`config.mk`:
```
export PLATFORM = sky130hd
export DESIGN_NAME = wb_stage
export DESIGN_NICKNAME = d
export VERILOG_FILES = /design/src/rtl/wb_stage.sv
export SDC_FILE = /design/constraint.sdc
export NUM_CORES = 1
export LEC_CHECK = 0
export ABC_AREA = 1
export BUFFER_PORTS_ARGS = -buffer_cell sky130_fd_sc_hd__buf_2
export CORE_MARGIN = 5
export CORE_UTILIZATION = 30
export DETAILED_ROUTE_END_ITERATION = 7
export SLEW_MARGIN = 5
export SYNTH_ARGS = -nofsm -noshare
export SYNTH_HDL_FRONTEND = slang
export SYNTH_SLANG_ARGS = --single-unit
```
`constraint.sdc`:
```
create_clock -name clk -period 3 [get_ports clk]
set_input_delay 0 -clock clk [delete_from_list [all_inputs] [get_ports clk]]
set_output_delay 0 -clock clk [all_outputs]
set_load 0.05 [all_outputs]
```
`src/rtl/wb_stage.sv`:
```
// wb_stage: registered MEM/WB write-back stage.
// Accepts one instruction per cycle from MEM, waits for late load data,
// extends sub-word loads and issues a single-cycle register-file write.
// Optional retire counter enabled by defining WB_PERF_CNT_EN.
// o_dbg_state exposes the FSM state (EMPTY=0, WAIT=1, WRITE=2) for checkers.

module wb_stage #(
    parameter int DATA_W = 32,
    parameter int REG_AW = 5,
    parameter int CNT_W  = 32
) (
    input  logic                          clk,
    input  logic                          rst_n,
    input  logic                          mem_valid,
    output logic                          mem_ready,
    input  logic                          flush,
    input  logic [DATA_W-1:0]             mem_alu_result,
    input  logic [REG_AW-1:0]             mem_write_reg,
    input  logic [1:0]                    mem_control_wb,
    input  logic [2:0]                    mem_load_type,
    input  logic [$clog2(DATA_W/8)-1:0]   mem_byte_off,
    input  logic [DATA_W-1:0]             read_data,
    input  logic                          read_data_valid,
    output logic [DATA_W-1:0]             write_data,
    output logic [REG_AW-1:0]             write_reg,
    output logic                          reg_write,
    output logic                          fwd_pending,
    output logic [REG_AW-1:0]             fwd_reg,
    output logic [CNT_W-1:0]              retire_count,
    output logic [1:0]                    o_dbg_state
);

    localparam int OFF_W = $clog2(DATA_W/8);

    localparam logic [2:0] LT_LH  = 3'b001;
    localparam logic [2:0] LT_LHU = 3'b010;
    localparam logic [2:0] LT_LB  = 3'b011;
    localparam logic [2:0] LT_LBU = 3'b100;

    typedef enum logic [1:0] {
        ST_EMPTY = 2'd0,
        ST_WAIT  = 2'd1,
        ST_WRITE = 2'd2
    } state_t;

    state_t              r_state;
    state_t              w_next_state;

    logic [REG_AW-1:0]   r_dest;
    logic                r_regwrite;
    logic [2:0]          r_load_type;
    logic [OFF_W-1:0]    r_byte_off;
    logic [DATA_W-1:0]   r_write_data;
    logic [REG_AW-1:0]   r_write_reg;

    logic                w_accept;
    logic                w_commit_en;
    logic [DATA_W-1:0]   w_commit_data;
    logic [REG_AW-1:0]   w_commit_reg;
    logic [DATA_W-1:0]   w_ext_now;
    logic [DATA_W-1:0]   w_ext_wait;

    // Select the byte/halfword lane and sign- or zero-extend it.
    // Halfword lanes ignore bit 0 of the byte offset; unknown types read as LW.
    function automatic logic [DATA_W-1:0] f_ext(
        input logic [DATA_W-1:0] d,
        input logic [2:0]        ltype,
        input logic [OFF_W-1:0]  off
    );
        logic [DATA_W-1:0] sh_b;
        logic [DATA_W-1:0] sh_h;
        logic [OFF_W-1:0]  off_h;
        logic [DATA_W-1:0] res;
        off_h = {off[OFF_W-1:1], 1'b0};
        sh_b  = d >> {off, 3'b000};
        sh_h  = d >> {off_h, 3'b000};
        case (ltype)
            LT_LH:   res = {{(DATA_W-16){sh_h[15]}}, sh_h[15:0]};
            LT_LHU:  res = {{(DATA_W-16){1'b0}},     sh_h[15:0]};
            LT_LB:   res = {{(DATA_W-8){sh_b[7]}},   sh_b[7:0]};
            LT_LBU:  res = {{(DATA_W-8){1'b0}},      sh_b[7:0]};
            default: res = d;
        endcase
        return res;
    endfunction

    // Handshake: a transfer happens in a cycle where mem_valid and mem_ready
    // are both high and flush is low. mem_ready depends only on the current
    // state (low only while waiting for load data), never on mem_valid.
    assign mem_ready = (r_state != ST_WAIT);
    assign w_accept  = mem_valid & mem_ready & ~flush;

    // Same-cycle load data uses the incoming type/offset; late data uses the latched copy.
    assign w_ext_now  = f_ext(read_data, mem_load_type, mem_byte_off);
    assign w_ext_wait = f_ext(read_data, r_load_type, r_byte_off);

    // State register.
    always_ff @(posedge clk or negedge rst_n) begin
        if (!rst_n) begin
            r_state <= ST_EMPTY;
        end else begin
            r_state <= w_next_state;
        end
    end

    // Next-state and commit-data selection.
    always_comb begin
        w_next_state  = r_state;
        w_commit_en   = 1'b0;
        w_commit_data = r_write_data;
        w_commit_reg  = r_write_reg;
        case (r_state)
            ST_EMPTY, ST_WRITE: begin
                // WRITE always leaves after one cycle; a new accept gives back-to-back.
                w_next_state = ST_EMPTY;
                if (w_accept) begin
                    if (!mem_control_wb[0]) begin
                        w_commit_en   = 1'b1;
                        w_commit_data = mem_alu_result;
                        w_commit_reg  = mem_write_reg;
                        w_next_state  = ST_WRITE;
                    end else if (read_data_valid) begin
                        w_commit_en   = 1'b1;
                        w_commit_data = w_ext_now;
                        w_commit_reg  = mem_write_reg;
                        w_next_state  = ST_WRITE;
                    end else begin
                        w_next_state  = ST_WAIT;
                    end
                end
            end
            ST_WAIT: begin
                // flush wins over arriving data: the load is dropped without a write.
                if (flush) begin
                    w_next_state = ST_EMPTY;
                end else if (read_data_valid) begin
                    w_commit_en   = 1'b1;
                    w_commit_data = w_ext_wait;
                    w_commit_reg  = r_dest;
                    w_next_state  = ST_WRITE;
                end
            end
            default: begin
                w_next_state = ST_EMPTY;
            end
        endcase
    end

    // Latch instruction fields on accept; update the write port only when entering WRITE.
    always_ff @(posedge clk or negedge rst_n) begin
        if (!rst_n) begin
            r_dest       <= '0;
            r_regwrite   <= 1'b0;
            r_load_type  <= '0;
            r_byte_off   <= '0;
            r_write_data <= '0;
            r_write_reg  <= '0;
        end else begin
            if (w_accept) begin
                r_dest      <= mem_write_reg;
                r_regwrite  <= mem_control_wb[1];
                r_load_type <= mem_load_type;
                r_byte_off  <= mem_byte_off;
            end
            if (w_commit_en) begin
                r_write_data <= w_commit_data;
                r_write_reg  <= w_commit_reg;
            end
        end
    end

    assign write_data  = r_write_data;
    assign write_reg   = r_write_reg;
    // Writes to r0 are suppressed so the register file never sees them.
    assign reg_write   = (r_state == ST_WRITE) & r_regwrite & (r_write_reg != '0);
    assign fwd_pending = (r_state == ST_WAIT);
    assign fwd_reg     = (r_state == ST_EMPTY) ? '0 : r_dest;
    assign o_dbg_state = r_state;

`ifdef WB_PERF_CNT_EN
    logic [CNT_W-1:0] r_retire_count;

    // Count committed writes; wraps naturally at 2^CNT_W.
    always_ff @(posedge clk or negedge rst_n) begin
        if (!rst_n) begin
            r_retire_count <= '0;
        end else if (reg_write) begin
            r_retire_count <= r_retire_count + 1'b1;
        end
    end

    assign retire_count = r_retire_count;
`else
    assign retire_count = '0;
`endif

endmodule

```
==> run_results.csv <==
group,metric,value,unit
logic_synthesis,synth_edf_count,0,
power_and_ir_drop,power.density,519.1,nW/um^2
logic_synthesis,ys_ff_latch,50,
critical_path,path_class,"register to register",
place,hpwl,12670,um
critical_path,crit_fanout,63,
place,gp_congestion,0.9262,
critical_path,start_kind,"register",
power_and_ir_drop,p_seq_share,30.3,%
place,placed_cells,1147,
logic_synthesis,seq_area_frac_synth,26.08,%
logic_synthesis,netlist-cell-type-count,34,
clocking,insertion_delay,0.30,ns
layout,stdcell_count,1164,
timing,fin_hold_ws,0.009733,ns
timing,slew_viol_final,0,
flow_run,cap_violations,0,
layout,multi_input_area,2925,sq um
floorplan,die_width,136.5,um
layout,mostFrequentLayoutCells,"nand2_1, buf_2, nor2_1",
timing,hold_viol,0,
global_route,grt_pass1_wl,26410,um
clocking,root_buffer,"clkbuf_16",
drt,viasPerCell,4.491,
timing,slew_headroom,31.27,%
global_route,grt_max_degree,64,
critical_path,critPathArrivalTime,2.23,ns
layout,largest_reg_flops,32,
timing,finalWorstPathRequiredPeriod,2.044,ns
status,status,"finished, final reports clean",
floorplan,rows,46,
power_and_ir_drop,total_power,2.946,mW
logic_synthesis,syn_inst,837,
timing,fmax,489.1,MHz
clocking,cts_tree,"done",
timing,fin_crit_sh,68.15,%
clocking,clk_path_buf_depth,2,
drt,drt_iter0_markers,319,
power_and_ir_drop,p_leak,3.331,nW
global_route,track_usage,17.84,%
floorplan,io_pins,160,
power_and_ir_drop,internal_power,1.474,mW
layout,final-seq-area,1251,sq um
layout,syn2layout_area_growth,18.25,%
clocking,clkSlewWorstSetupHoldPaths,0.08,ns
timing,skew,0.01173,ns
logic_synthesis,yosys_most_used_dff,"dfrtp_1",
floorplan,die_area,18620,sq um
drt,num_vias,5227,
layout,fillers,1826,
place,place_ws,0.9766,ns
clocking,cts_buffers,5,
power_and_ir_drop,max-vdd-ir-drop,0.0002793,V
timing,rsz0062_at_grt,"false",
timing,worst_pin_slew,1.031,ns
logic_synthesis,synthArstFlopShare,100.0,%
layout,nets,1027,
place,portBuffers,127,
timing,setup_viol,0,
power_and_ir_drop,clkPwrFrac,20.4,%
logic_synthesis,avgSynthCellArea,5.733,sq um
global_route,grt_pass1_vias,5109,
global_route,antenna_found_initial,1,
clocking,cts.sinks,50,
timing,final.setup.tns,0,ns
drt,drt-total-wl,16610,um
floorplan,initial_core_util,30.43,%
min_path,hold_class,"input pin to register",
clocking,cts_resized,0,
logic_synthesis,yosysWarnings,0,
floorplan,core_area,15770,sq um
power_and_ir_drop,p_switching,1.472,mW
clocking,cts_max_level,2,
floorplan,die_y,136.5,um
critical_path,crit_path_end_kind,"register",
drt,wl_per_cell,14.27,um
drt,drtAntennaViolNets,0,
drt,route.detailed.drc,0,
power_and_ir_drop,combinationalPowerShare,49.3,%
layout,final_layout_size_suffix_gt1_share,19.11,%
layout,layout_commonest_cell,"nand2_1",
timing,layout_setup_ws,0.9556,ns
power_and_ir_drop,sw_frac_of_total,49.96,%
drt,dr.pass1.iters,5,
logic_synthesis,syn_area,4798,sq um
critical_path,required,3.18,ns
global_route,grt_overflow,0,
[power by group through the flow]
stage | registers [mW] | logic [mW] | clock network (mW)
after CTS | 0.894 | 1.46 | 0.617
after global placement | 0.907 | 1.44 | 0
after global routing | 0.911 | 1.58 | 0.640
after floorplan | 1.29 | 0.732 | 0
after detailed placement | 0.906 | 1.45 | 0
final | 0.893 | 1.45 | 0.600
[cell type report]
type | count | area share (%)
clock buffers | 5 | 2.205
diodes | 1 | 0.04410
clock inverters | 3 | 0.5072
inverters | 80 | 5.380
flip-flops and latches | 50 | 22.05
repair buffers | 140 | 13.50
well taps | 216 | 4.763
multi-input cells | 669 | 51.55
[timing repair]
| item | in CTS | in global routing |
|---|---|---|
| buffers inserted | 0 | 0 |
| endpoints found under the hold margin | 53 | 0 |
| hold buffers | 8 | 0 |
[cell families (layout without fill, tap and decap cells)]
| group | after synthesis | count (layout) | synth area share (%) |
|---|---|---|---|
| AOI/OAI and AO/OA | 106 | 106 | 12.28 |
| buffers and inverters | 149 | 228 | 15.38 |
| DFF | 50 | 50 | 26.08 |
| other | 1 | 33 | 0.07815 |
| and+or+nand+nor | 531 | 531 | 46.18 |
[critical path: stages (launching register included)]
cell and delay (ns):
dfrtp_1 0.41, inv_2 0.10, nor2_8 0.43, nor2_8 0.13, nand3_2 0.09, nand2_2 0.16, inv_2 0.12, buf_12 0.26
nor2_1 0.08, nand2_1 0.07, nand2_1 0.05
[cell usage after synthesis, types with 3 or more instances]
| cell | n | share of area (%) |
|---|---|---|
| dfrtp_1 | 50 | 26 |
| a31oi_1 | 3 | 0.39 |
| buf_4 | 35 | 5.5 |
| clkbuf_1 | 17 | 1.3 |
| inv_1 | 68 | 5.3 |
| o21ai_1 | 35 | 3.7 |
| nand2_2 | 5 | 0.65 |
| nand3_2 | 3 | 0.63 |
| o21ai_2 | 8 | 1.5 |
| nor2_1 | 98 | 7.7 |
| nand3_1 | 63 | 6.6 |
| inv_2 | 11 | 0.86 |
| o21ai_0 | 53 | 5.5 |
| o211ai_1 | 3 | 0.47 |
| buf_2 | 13 | 1.4 |
| nand2_1 | 348 | 27 |
[layer usage]
metal | part of all wire, % | wire length, um | global-route usage, %
met1 | 46 | 7600 | 23.73
met2 | 47 | 7731 | 29.90
met3 | 6.0 | 1004 | 3.294
met4 | 1.7 | 277 | 4.311
met5 | 0 | 0 | 0
[through the flow]
| step | utilization (%) | cell area, sq um |
|---|---|---|
| finish | 35.98 | 5674 |
| global route | 35.96 | 5672 |
| CTS | 35.96 | 5672 |
| detailed placement | 34.48 | 5438 |
| global placement | 34.48 | 5438 |
| floorplan | - | 4915 |
[worst paths after layout]
path                                        from             end  slack (ns)  depth (start not counted)
worst min register to register    write_data[27]  write_data[27]        0.48                          2
max in group asynchronous                  rst_n       r_dest[3]        1.90                          3
worst max-delay path              o_dbg_state[0]  write_data[22]        0.96                         10
worst max register to register    o_dbg_state[0]  write_data[22]        0.96                         10
worst min-delay path            mem_load_type[1]  r_load_type[1]        0.01                          3
min in group asynchronous                  rst_n  write_data[18]        0.43                          2
Power figures use the tool's default switching activity.
